File: config.mk
export PLATFORM = sky130hd
export DESIGN_NAME = cpu_fetch_unit
export DESIGN_NICKNAME = d
export VERILOG_FILES = /design/src/rtl/cpu_fetch_unit.sv
export SDC_FILE = /design/constraint.sdc
export NUM_CORES = 1
export LEC_CHECK = 0
export CORE_MARGIN = 3
export CORE_UTILIZATION = 54
export DETAILED_ROUTE_END_ITERATION = 8
export PLACE_DENSITY = 0.87
export SLEW_MARGIN = 20
export SYNTH_ARGS = -nofsm -noshare
export SYNTH_HDL_FRONTEND = slang
export SYNTH_SLANG_ARGS = --single-unit
export TNS_END_PERCENT = 5
File: constraint.sdc
create_clock -name i_clk -period 5.1 [get_ports i_clk]
set_input_delay 0.765 -clock i_clk [delete_from_list [all_inputs] [get_ports i_clk]]
set_output_delay 0.765 -clock i_clk [all_outputs]
set_load 0.02 [all_outputs]
File: src/rtl/cpu_fetch_unit.sv
// Instruction fetch stage: owns the fetch PC, issues single-outstanding ROM
// requests, buffers returned words with their PC in a small prefetch FIFO and
// hands them to the datapath over valid/ready. A redirect flushes the FIFO,
// discards any in-flight response and restarts fetch at the new PC.
module cpu_fetch_unit #(
    parameter logic [15:0] RESET_PC = 16'h0000,
    parameter int unsigned DEPTH    = 2
) (
    input  logic        i_clk,
    input  logic        i_rst_n,
    output logic        o_rom_req,
    output logic [15:0] o_rom_addr,
    input  logic        i_rom_ack,
    input  logic [15:0] i_rom_data,
    output logic        o_instr_valid,
    input  logic        i_instr_ready,
    output logic [15:0] o_instr,
    output logic [15:0] o_pc,
    input  logic        i_redirect,
    input  logic [15:0] i_redirect_pc
);

    localparam int unsigned AW = $clog2(DEPTH);
    localparam int unsigned PW = AW + 1;
    localparam logic [PW-1:0] DEPTH_P = PW'(DEPTH);

    typedef enum logic [1:0] {
        ST_IDLE,
        ST_REQ,
        ST_DROP
    } state_t;

    state_t      state, state_d;
    logic [15:0] fetch_pc, fetch_pc_d;
    logic [15:0] drop_addr, drop_addr_d;

    logic [15:0] mem_pc    [DEPTH];
    logic [15:0] mem_instr [DEPTH];
    logic [PW-1:0] wr_ptr, rd_ptr;
    logic [PW-1:0] count, count_after, count_free;
    logic [15:0] shown_pc, shown_instr;
    logic        empty, push, pop;

    // FIFO status and handshake qualifiers
    always_comb begin
        empty         = (wr_ptr == rd_ptr);
        count         = wr_ptr - rd_ptr;
        o_instr_valid = !empty && !i_redirect;
        pop           = o_instr_valid && i_instr_ready;
        push          = (state == ST_REQ) && i_rom_ack && !i_redirect;
        count_free    = count - PW'(pop);
        count_after   = count + PW'(push) - PW'(pop);
    end

    // Head entry, or the last shown entry while the FIFO is empty
    always_comb begin
        o_pc    = shown_pc;
        o_instr = shown_instr;
        if (!empty) begin
            o_pc    = mem_pc[rd_ptr[AW-1:0]];
            o_instr = mem_instr[rd_ptr[AW-1:0]];
        end
    end

    // ROM request outputs; in DROP the address of the abandoned request is held
    always_comb begin
        o_rom_req  = (state != ST_IDLE);
        o_rom_addr = (state == ST_DROP) ? drop_addr : fetch_pc;
    end

    // Fetch FSM next state, fetch PC and dropped-request address
    always_comb begin
        state_d     = state;
        fetch_pc_d  = fetch_pc;
        drop_addr_d = drop_addr;
        case (state)
            ST_IDLE: begin
                if (i_redirect) begin
                    fetch_pc_d = i_redirect_pc;
                    state_d    = ST_REQ;
                end else if (count_free < DEPTH_P) begin
                    state_d = ST_REQ;
                end
            end
            ST_REQ: begin
                if (i_redirect) begin
                    fetch_pc_d = i_redirect_pc;
                    if (!i_rom_ack) begin
                        state_d     = ST_DROP;
                        drop_addr_d = fetch_pc;
                    end
                end else if (i_rom_ack) begin
                    fetch_pc_d = fetch_pc + 16'd1;
                    state_d    = (count_after < DEPTH_P) ? ST_REQ : ST_IDLE;
                end
            end
            ST_DROP: begin
                if (i_redirect) begin
                    fetch_pc_d = i_redirect_pc;
                end
                if (i_rom_ack) begin
                    state_d = ST_REQ;
                end
            end
            default: state_d = ST_IDLE;
        endcase
    end

    // FSM state, fetch PC and dropped-request address registers
    always_ff @(posedge i_clk or negedge i_rst_n) begin
        if (!i_rst_n) begin
            state     <= ST_IDLE;
            fetch_pc  <= RESET_PC;
            drop_addr <= RESET_PC;
        end else begin
            state     <= state_d;
            fetch_pc  <= fetch_pc_d;
            drop_addr <= drop_addr_d;
        end
    end

    // Prefetch FIFO storage and pointers; a redirect empties it
    always_ff @(posedge i_clk or negedge i_rst_n) begin
        if (!i_rst_n) begin
            wr_ptr      <= '0;
            rd_ptr      <= '0;
            mem_pc      <= '{default: '0};
            mem_instr   <= '{default: '0};
            shown_pc    <= '0;
            shown_instr <= '0;
        end else begin
            shown_pc    <= o_pc;
            shown_instr <= o_instr;
            if (i_redirect) begin
                rd_ptr <= wr_ptr;
            end else begin
                if (push) begin
                    mem_pc[wr_ptr[AW-1:0]]    <= o_rom_addr;
                    mem_instr[wr_ptr[AW-1:0]] <= i_rom_data;
                    wr_ptr                    <= wr_ptr + PW'(1);
                end
                if (pop) begin
                    rd_ptr <= rd_ptr + PW'(1);
                end
            end
        end
    end

endmodule

* Yosys cells after proc, flatten, opt, wreduce, memory -nomap -nowiden
Cells that the tools add are included.
W data, S select, Z words.
** Storage, ports and cells
- Bits in registers :: 134
- Input port bits :: 37
- Output and inout bits :: 50
- Logic and storage cells :: 78
** Cells by class
- Add/subtract/negate cells :: 7
- Order comparisons :: 5
- Equality and inequality tests :: 8
- Muxes and demuxes :: 27
- Bitwise logic cells :: 4
- Reduce and logical (&&, ||, !) cells :: 16
** Operators by type and width (count)
- $mux W16 :: 13
- $bwmux W32 :: 2
- $pmux W16 S2 :: 1
- $add A16 B1 Y16 const B :: 1
- $demux W16 S1 :: 1
- $mux W2 :: 8
- $ne A3 B3 Y1 const B :: 3
- $pmux W2 S3 :: 1
- $reduce_and A3 Y1 :: 2
- $reduce_bool A2 Y1 :: 3
- $logic_and A1 B1 Y1 :: 5
- $add A2 B1 Y2 const B :: 2
- $ge A2 B2 Y1 const B :: 2
- $lt A2 B2 Y1 const B :: 2
- $not A1 Y2 :: 2
- $reduce_and A4 Y1 :: 1
- $sub A2 B1 Y2 :: 2
- $add A2 B1 Y2 :: 1
- $eq A2 B1 Y1 const B :: 1
- $eq A2 B2 Y1 :: 1
- $eq A2 B2 Y1 const B :: 1
- $logic_not A1 Y1 :: 2
- $logic_not A2 Y1 :: 1
- $lt A2 B1 Y1 const B :: 1
- 7 further kinds :: 8

* Longest topological paths before layout
Gate-level depths: netlist of run 1.
- Word-level depth :: 10
- Mapped depth :: 7
- Mapped depth without buffers :: 7

* Least setup slack after synthesis of run 1
OpenSTA, ideal clock, no wires.
- Kind :: register to output
- Start :: register wr_ptr[0]
- End :: output o_instr[13]
- Arrival :: 1.772 ns
- Data required time :: 4.335 ns
- Setup slack :: 2.563 ns
- Cell stages (with the launch flop) :: 7
- Buffers on the path :: 2
- Path through :: dfrtp_1 inv_1 ha_1 and2_4 buf_6 clkbuf_1 o21ai_0
** Between the ends
- Word-level cells in the longest chain between the ends :: 2
** Ends and longest elaborated chain
- start, declared :: RTL line 39 : logic [PW-1:0] wr_ptr, rd_ptr;
- start signal, assigned :: RTL line 140 : wr_ptr <= wr_ptr + PW'(1);
- $eq A2 B2 Y1 :: RTL line 46 : empty = (wr_ptr == rd_ptr);
- $mux W16 :: RTL line 59 : if (!empty) begin
- end, declared :: RTL line 17 : output logic [15:0] o_instr,
No other way between the ends.

* Worst setup path after layout of run 1
- Start :: register state[1]
- End :: output o_rom_addr[5]
** Between the ends
- Word-level cells in the longest chain between the ends :: 2
** Ends and longest elaborated chain
- start, declared :: RTL line 33 : state_t state, state_d;
- start signal, assigned :: RTL line 116 : state <= state_d;
- $eq A2 B2 Y1 :: RTL line 68 : o_rom_addr = (state == ST_DROP) ? drop_addr : fetch_pc;
- $mux W16 :: RTL line 68
- end, declared :: RTL line 12 : output logic [15:0] o_rom_addr,
No other way between the ends.

==> flow_summary.json, run 1 <==
{
  "outcome": "finished clean",
  "cts_setup_buffers": 0,
  "arrival_ns": 3.11,
  "p_per_area_mw_per_mm2": 833.6,
  "gp_congestion": 0.8193,
  "grt_pass1_wl_microns": 23520,
  "num_antenna_cells": 0,
  "pin_count": 87,
  "place.detailed.hpwl_microns": 8889,
  "synth_top_flop_cell": "dfrtp_1",
  "cts-root-buf": "clkbuf_8",
  "cts.repair.resized": 0,
  "final_area_sq_mm": 0.007495,
  "drt-wirelength-per-cell_microns": 18.31,
  "cp_max_fo": 17,
  "seq_area_frac_synth": 0.5642,
  "critPathRequiredTime_ns": 4.34,
  "synth_edf_count": 0,
  "cts_buffer_depth": 2,
  "drt_iter0_drc": 406,
  "drt-total-wl_microns": 14110,
  "cts.clk_slew.worst_paths_ns": 0.06,
  "worst_pin_slew_ns": 1.077,
  "cts_hold_buf": 0,
  "antenna_found_initial": 0,
  "worst-r2r-setup-slack_ns": 2.70,
  "floorplan.initialDensity": 0.5655,
  "vias_per_cell": 5.857,
  "yosys_warnings": 0,
  "die-area_sq_mm": 0.01230,
  "drt-pass1-iter-count": 5,
  "fin_crit_sh": 0.7607,
  "htreeDepth": 4,
  "synth_cells": 547,
  "hold_violations": 0,
  "slew_viol_final": 0,
  "numCtsBuffers": 17,
  "grt-ovfl-total": 0,
  "grt_max_degree": 78,
  "syn_area_per_cell_sq_um": 10.87,
  "rsz0062_at_grt": "false",
  "ys_types": 41,
  "period_minus_slack_ns": 3.880,
  "synthArstFlopShare": 1.000,
  "worstSetupEndpointType": "primary output",
  "finalSetupViolations": 0,
  "vias": 4516,
  "tns_ns": 0,
  "syn_area_sq_mm": 0.005943,
  "place_area_sq_mm": 0.006868,
  "core_sq_mm": 0.01051,
  "drc": 0,
  "crit_path_start_kind": "flip-flop",
  "die-width_microns": 110.9,
  "relSlewSlack": 0.2790,
  "clock-sinks": 134,
  "final_layout_size_suffix_gt1_frac": 0.1480,
  "die_y_microns": 110.9,
  "fmax_mhz": 257.8,
  "skew_ns": 0.006765,
  "fillers": 726,
  "peakVddDrop_mv": 0.5015,
  "fin_nets": 661,
  "clk_latency_ns": 0.52,
  "p_leak_nw": 3.226,
  "port_buffers": 86,
  "synth_nets": 586,
  "hold_ws_ns": 0.3715,
  "cap_viol_max_count": 0,
  "cts_tree": "yes",
  "grt_pass1_vias": 4676,
  "rows": 37,
  "min-delay-path-class": "input port to asynchronous set/reset pin",
  "synth-seq-cells": 134,
  "syn2layout_area_growth_pct": 26.11,
  "grt.total_usage": 0.2364,
  "final_core_util": 0.7132,
  "ant_nets": 0,
  "worstSetupPathType": "flip-flop to primary output"
}
[kinds of logic (layout without fill, tap and decap cells)]
logic type | count (synthesis) | after routing | synth area share
xor+xnor | 7 | 7 | 0.01032
simple gates | 133 | 133 | 0.09769
mux | 96 | 96 | 0.1718
compound gates | 122 | 122 | 0.1154
buf+inv | 53 | 141 | 0.03642
fa+ha+maj | 2 | 2 | 0.004210
flops | 134 | 134 | 0.5642
[cells in the mapped netlist (all sizes together), types with 7 or more instances]
| master | instances | area (sq um) |
|---|---|---|
| dfrtp | 134 | 3353 |
| nand2 | 70 | 262.8 |
| o21ai | 60 | 300.3 |
| mux2 | 48 | 540.5 |
| mux2i | 48 | 480.5 |
| a21oi | 39 | 195.2 |
| nor2 | 31 | 116.4 |
| clkbuf | 24 | 90.09 |
| inv | 18 | 67.56 |
| buf | 11 | 58.81 |
| nand3 | 8 | 40.04 |
| o22ai | 7 | 43.79 |
[stage by stage]
stage          power, W  cells  setup WS [ns]
2_1_floorplan  0.003704    547          2.563
5_1_grt        0.006593    771          1.058
6_report       0.006247    771          1.220
3_3_place_gp   0.004763    739          1.817
4_1_cts        0.006256    771          1.263
3_5_place_dp   0.004932    739          1.669
[worst max-delay path, cell delays in order (launching register included)]
cell             delay, ns
dfrtp_1               0.51
nor2b_2               0.93
mux2i_1               0.52
inv_1                 0.09
clkdlybuf4s50_1       0.55
[worst paths after layout]
check                             endpoint  startpoint  depth (start not counted)
min                        shown_instr[12]     i_rst_n                          1
max in group asynchronous        rd_ptr[0]     i_rst_n                          2
max                          o_rom_addr[5]    state[1]                          4
min reg2reg                      mem_pc[3]   mem_pc[3]                          2
min in group i_clk               mem_pc[3]   mem_pc[3]                          2
max reg2reg                  mem_instr[27]    state[1]                          3
[layout make-up]
| cell class | count | area (sq um) | share of cell area |
|---|---|---|---|
| multi-input cells | 360 | 2386 | 0.3184 |
| well taps | 136 | 170.2 | 0.02270 |
| flip-flops and latches | 134 | 3354 | 0.4476 |
| clock inverters | 12 | 175.2 | 0.02337 |
| repair buffers | 91 | 895.9 | 0.1195 |
| inverters | 18 | 67.56 | 0.009015 |
| clock buffers | 20 | 445.4 | 0.05943 |
[layout by cell type, fill, tap and decap left out, drive strengths merged, types with 3 or more instances in the layout]
cell type      netlist  routed
nand3                8       8
clkinvlp             0       3
bufinv               0       4
mux2i               48      48
a2bb2oi              3       3
inv                 18      19
nand2               70      70
buf                 11       6
mux2                48      48
a21oi               39      39
clkinv               0       4
xnor2                5       5
o22ai                7       7
clkbuf              24      20
and2                 3       3
o21ai               60      60
clkdlybuf4s50        0      85
nor3                 6       6
and3                 5       5
dfrtp              134     134
nor2                31      31
a21o                 3       3
[sequential cells by signal (all words and copies together) (netlist names)]
| signal | flops |
|---|---|
| mem_instr | 32 |
| mem_pc | 32 |
| drop_addr | 16 |
| fetch_pc | 16 |
| shown_instr | 16 |
| shown_pc | 16 |
| rd_ptr | 2 |
| state | 2 |
| wr_ptr | 2 |
[routing by layer]
metal / up-vias / track usage / share of wire
met1: 2260 / 0.2991 / 0.43
met4: 0 / 0.07882 / 0.017
met5: - / 0 / 0
met3: 24 / 0.05622 / 0.060
li1: 2059 / - / -
met2: 173 / 0.4009 / 0.50
[report_power, final]
group | switching [W] | internal (W)
Clock | 0.000460 | 0.000820
Combinational | 0.00169 | 0.00132
Sequential | 0.000345 | 0.00161
Total | 0.00250 | 0.00375
No activity file was read; power rests on OpenSTA's default activity.
==> run 2: changes to the inputs <==
clock period = 3.85 ns   (was 5.1 ns; I/O delays follow)
==> flow_summary.json, run 2 (synthesized netlist as in run 1, its figures left out) <==
{
  "cp_top_family": "buffers and inverters",
  "skew_ns": 0.007747,
  "floorplan.initialDensity": 0.5655,
  "cts-root-buf": "clkbuf_8",
  "period_minus_slack_ns": 3.621,
  "die_y_microns": 110.9,
  "grt_max_degree": 90,
  "clock-sinks": 134,
  "arrival_ns": 3.04,
  "cts_hold_buf": 0,
  "cts_tree": "yes",
  "place.detailed.hpwl_microns": 8510,
  "cts.clk_slew.worst_paths_ns": 0.06,
  "rr_worst_depth": 6,
  "antenna_found_initial": 0,
  "seqCellArea_sq_mm": 0.003354,
  "routed.top_layer": "met4",
  "vias_per_cell": 5.672,
  "cts.repair.resized": 0,
  "rows": 37,
  "rsz0062_at_grt": "false",
  "cts_setup_buffers": 0,
  "peakVddDrop_mv": 0.5812,
  "drt-total-wl_microns": 13210,
  "relSlewSlack": 0.4372,
  "slew_viol_final": 0,
  "tns_ns": 0,
  "core_sq_mm": 0.01051,
  "grt-ovfl-total": 0,
  "final_cell_mix": "dfrtp_1 (133), clkdlybuf4s50_1 (85), nand2_1 (69), o21ai_0 (60)",
  "finalSetupViolations": 0,
  "cpPeakStageDelay_ns": 0.70,
  "cp_max_fo": 66,
  "worst-r2r-setup-slack_ns": 1.68,
  "p_leak_nw": 3.233,
  "port_buffers": 86,
  "fillers": 731,
  "drt-pass1-iter-count": 5,
  "outcome": "finished clean",
  "wl_met1_microns": 5748,
  "drc": 0,
  "crit_path_start_kind": "flip-flop",
  "power_w": 0.008108,
  "fin_crit_sh": 0.9405,
  "syn2layout_area_growth_pct": 26.27,
  "timing.rr.end": "state[0]",
  "clk_latency_ns": 0.50,
  "fin_nets": 666,
  "crit_start": "wr_ptr[0]",
  "vias": 4396,
  "grt.total_usage": 0.2186,
  "ant_nets": 0,
  "hold_ws_ns": 0.08649,
  "grt_pass1_wl_microns": 21930,
  "min-delay-path-class": "input port to asynchronous set/reset pin",
  "numCtsBuffers": 17,
  "multiInputGateArea_sq_mm": 0.002380,
  "drt_iter0_drc": 309,
  "instances_no_fill": 775,
  "cts_buffer_depth": 2,
  "worstSetupPathType": "flip-flop to primary output",
  "worstSetupEndpointType": "primary output",
  "gp_congestion": 0.8554,
  "pin_count": 87,
  "final_common_cell": "dfrtp_1",
  "place_inst": 744,
  "wl_met3_microns": 764,
  "wl_met2_microns": 6530,
  "cap_viol_max_count": 0,
  "htreeDepth": 4,
  "final_core_util": 0.7141,
  "num_antenna_cells": 0,
  "drt-wirelength-per-cell_microns": 17.05,
  "path_cells": "inv_1 > ha_1 > and2_4 > nand2_1 > o21ai_0 > clkdlybuf4s50_1",
  "worst_pin_slew_ns": 0.8413,
  "p_per_area_mw_per_mm2": 1080,
  "critPathRequiredTime_ns": 3.27,
  "final_layout_size_suffix_gt1_frac": 0.1518,
  "slowest_stage": "clkdlybuf4s50_1",
  "hold_violations": 0,
  "critPathBufInv": 2,
  "die-width_microns": 110.9,
  "die-area_sq_mm": 0.01230,
  "top_regs": "mem_instr (32), mem_pc (32)",
  "grt_pass1_vias": 4465,
  "r2r_start": "wr_ptr[0]",
  "fmax_mhz": 276.2
}
==> run 2: through the flow <==
stage	setup slack, ns	instance area, sq um
floorplan	1.501	5943
global placement	0.9153	6918
detailed placement	0.8044	6918
CTS	0.2177	7505
global route	0.02557	7505
finish	0.2289	7505
==> run 2: per-layer routing <==
layer	global-route usage	up-vias
met1	0.2961	2143
met2	0.3548	174
li1	-	2060
met5	0	-
met4	0.07061	0
met3	0.04531	19
==> run 2: layout make-up <==
type / count / area share
repair buffers: 96 / 0.1260
inverters: 18 / 0.009003
well taps: 136 / 0.02267
clock buffers: 20 / 0.05802
multi-input cells: 360 / 0.3171
clock inverters: 11 / 0.02017
flip-flops and latches: 134 / 0.4470
==> run 2: how the worst max path moves through the flow <==
stage,end,cells past startpoint
6_report,o_pc[15],6
5_1_grt,o_pc[15],6
4_1_cts,o_pc[15],6
2_1_floorplan,o_instr[13],6
3_3_place_gp,o_pc[15],6
3_5_place_dp,o_pc[15],6
==> run 2: power by group <==
group          switching, W  total [W]  internal [W]
clock              0.000580    0.00158       0.00100
combinational       0.00220    0.00396       0.00176
sequential         0.000438    0.00257       0.00213
total               0.00321    0.00811       0.00489
==> run 3: changes to the inputs <==
SETUP_SLACK_MARGIN = 0.4   (was default)
==> flow_summary.json, run 3 (synthesized netlist as in run 1, its figures left out) <==
{
  "place_ws_ns": 0.8044,
  "fmax_mhz": 288.1,
  "final_area_sq_mm": 0.007533,
  "worstSetupEndpointType": "primary output",
  "place.detailed.hpwl_microns": 8510,
  "cts_setup_buffers": 0,
  "gp_congestion": 0.8554,
  "critPathBufInv": 2,
  "hold_violations": 0,
  "tns_ns": 0,
  "final_cell_mix": "dfrtp_1 (133), clkdlybuf4s50_1 (85), nand2_1 (69), o21ai_0 (58)",
  "cts.clk_slew.worst_paths_ns": 0.06,
  "hold_ws_ns": 0.07620,
  "internal-power_w": 0.004926,
  "drt_iter0_drc": 300,
  "period_minus_slack_ns": 3.471,
  "worstSetupPathType": "flip-flop to primary output",
  "min-delay-path-class": "input port to asynchronous set/reset pin",
  "clkPwrFrac": 0.193,
  "port_buffers": 86,
  "arrival_ns": 2.89,
  "ant_nets": 0,
  "drc": 0,
  "pin_count": 87,
  "vias": 4482,
  "grt_max_degree": 90,
  "core_sq_mm": 0.01051,
  "grt_pass1_vias": 4517,
  "drt-wirelength-per-cell_microns": 17.87,
  "relSlewSlack": 0.4234,
  "die_y_microns": 110.9,
  "critPathRequiredTime_ns": 3.27,
  "cap_viol_max_count": 0,
  "final_core_util": 0.7169,
  "vias_per_cell": 5.768,
  "skew_ns": 0.008480,
  "grt.total_usage": 0.2232,
  "grt-ovfl-total": 0,
  "path_cells": "inv_1 > ha_1 > and2_2 > o21ai_0 > clkdlybuf4s50_1",
  "cts_hold_buf": 0,
  "slew_viol_final": 0,
  "die-area_sq_mm": 0.01230,
  "fin_crit_sh": 0.9015,
  "cp_top_family": "buffers and inverters",
  "htreeDepth": 4,
  "seqPwrFrac": 0.312,
  "crit_path_start_kind": "flip-flop",
  "clk_latency_ns": 0.52,
  "final_common_cell": "dfrtp_1",
  "rows": 37,
  "timing.final.ws_setup_ns": 0.3793,
  "cp_num_cells": 5,
  "place_area_sq_mm": 0.006918,
  "floorplan.initialDensity": 0.5655,
  "antenna_found_initial": 0,
  "final_layout_size_suffix_gt1_frac": 0.1560,
  "switchingPower_w": 0.003335,
  "peakVddDrop_mv": 0.6597,
  "p_per_area_mw_per_mm2": 1097,
  "syn2layout_area_growth_pct": 26.76,
  "cts-root-buf": "clkbuf_8",
  "fin_nets": 668,
  "cts_buffer_depth": 2,
  "grt_pass1_wl_microns": 22330,
  "cts_tree": "yes",
  "drt-total-wl_microns": 13890,
  "drt-pass1-iter-count": 5,
  "rr_worst_depth": 5,
  "cp_max_fo": 16,
  "clock-sinks": 134,
  "numCtsBuffers": 17,
  "worst_pin_slew_ns": 0.8619,
  "rsz0062_at_grt": "true",
  "slowest_stage": "clkdlybuf4s50_1",
  "num_antenna_cells": 0,
  "combPwrFrac": 0.495,
  "finalSetupViolations": 0,
  "top_regs": "mem_instr (32), mem_pc (32)",
  "cpPeakStageDelay_ns": 0.69,
  "outcome": "finished clean",
  "die-width_microns": 110.9,
  "p_sw_frac": 0.4037,
  "p_leak_nw": 3.247
}
-- run 3: cell count changes in the layout (fill, tap and decap cells not counted), sizes merged --
cell / delta
and2: +2
-- run 3: cell type report --
cell class                 count  area, sq um
fill                         728         2975
tap                          136        170.2
clock inverter                11        151.4
clock buffer                  20        435.4
inverter                      18        67.56
multi-input combinational    362         2409
timing repair buffer          96        945.9
sequential                   134         3354
-- run 3: timing repair --
action	in CTS	in global routing
cloned	1	1
gates resized for setup	1	4
endpoints found under the setup margin	33	38
endpoints found under the hold margin	0	0
-- run 3: through the flow --
stage / power, W / std cells
detailed placement: 0.006513 / 744
CTS: 0.008222 / 776
floorplan: 0.004906 / 547
global placement: 0.006324 / 744
finish: 0.008262 / 777
global route: 0.008704 / 777
-- run 3: final timing paths --
| kind | startpoint | to | slack [ns] |
|---|---|---|---|
| max | wr_ptr[0] | o_pc[14] | 0.38 |
| min | i_rst_n | mem_instr[28] | 0.08 |
| max reg2reg | state[0] | mem_pc[11] | 1.66 |
| min reg2reg | mem_pc[2] | mem_pc[2] | 0.48 |
| max in group asynchronous | i_rst_n | mem_instr[4] | 2.90 |
| min in group i_clk | mem_pc[2] | mem_pc[2] | 0.48 |
-- run 3: power by group through the flow --
stage	Combinational, W	Clock [W]	Sequential [W]
3_5_place_dp	0.00394	0	0.00257
3_3_place_gp	0.00381	0	0.00251
6_report	0.00409	0.00159	0.00258
4_1_cts	0.00405	0.00160	0.00257
2_1_floorplan	0.00249	0	0.00242
5_1_grt	0.00438	0.00166	0.00266
-- run 3: routing by layer --
metal | up-vias | wire, microns | global-route usage
met5 | - | 0 | 0
met4 | 0 | 144 | 0.07143
met3 | 16 | 832 | 0.04694
li1 | 2068 | - | -
met2 | 176 | 6893 | 0.3625
met1 | 2222 | 6014 | 0.3020
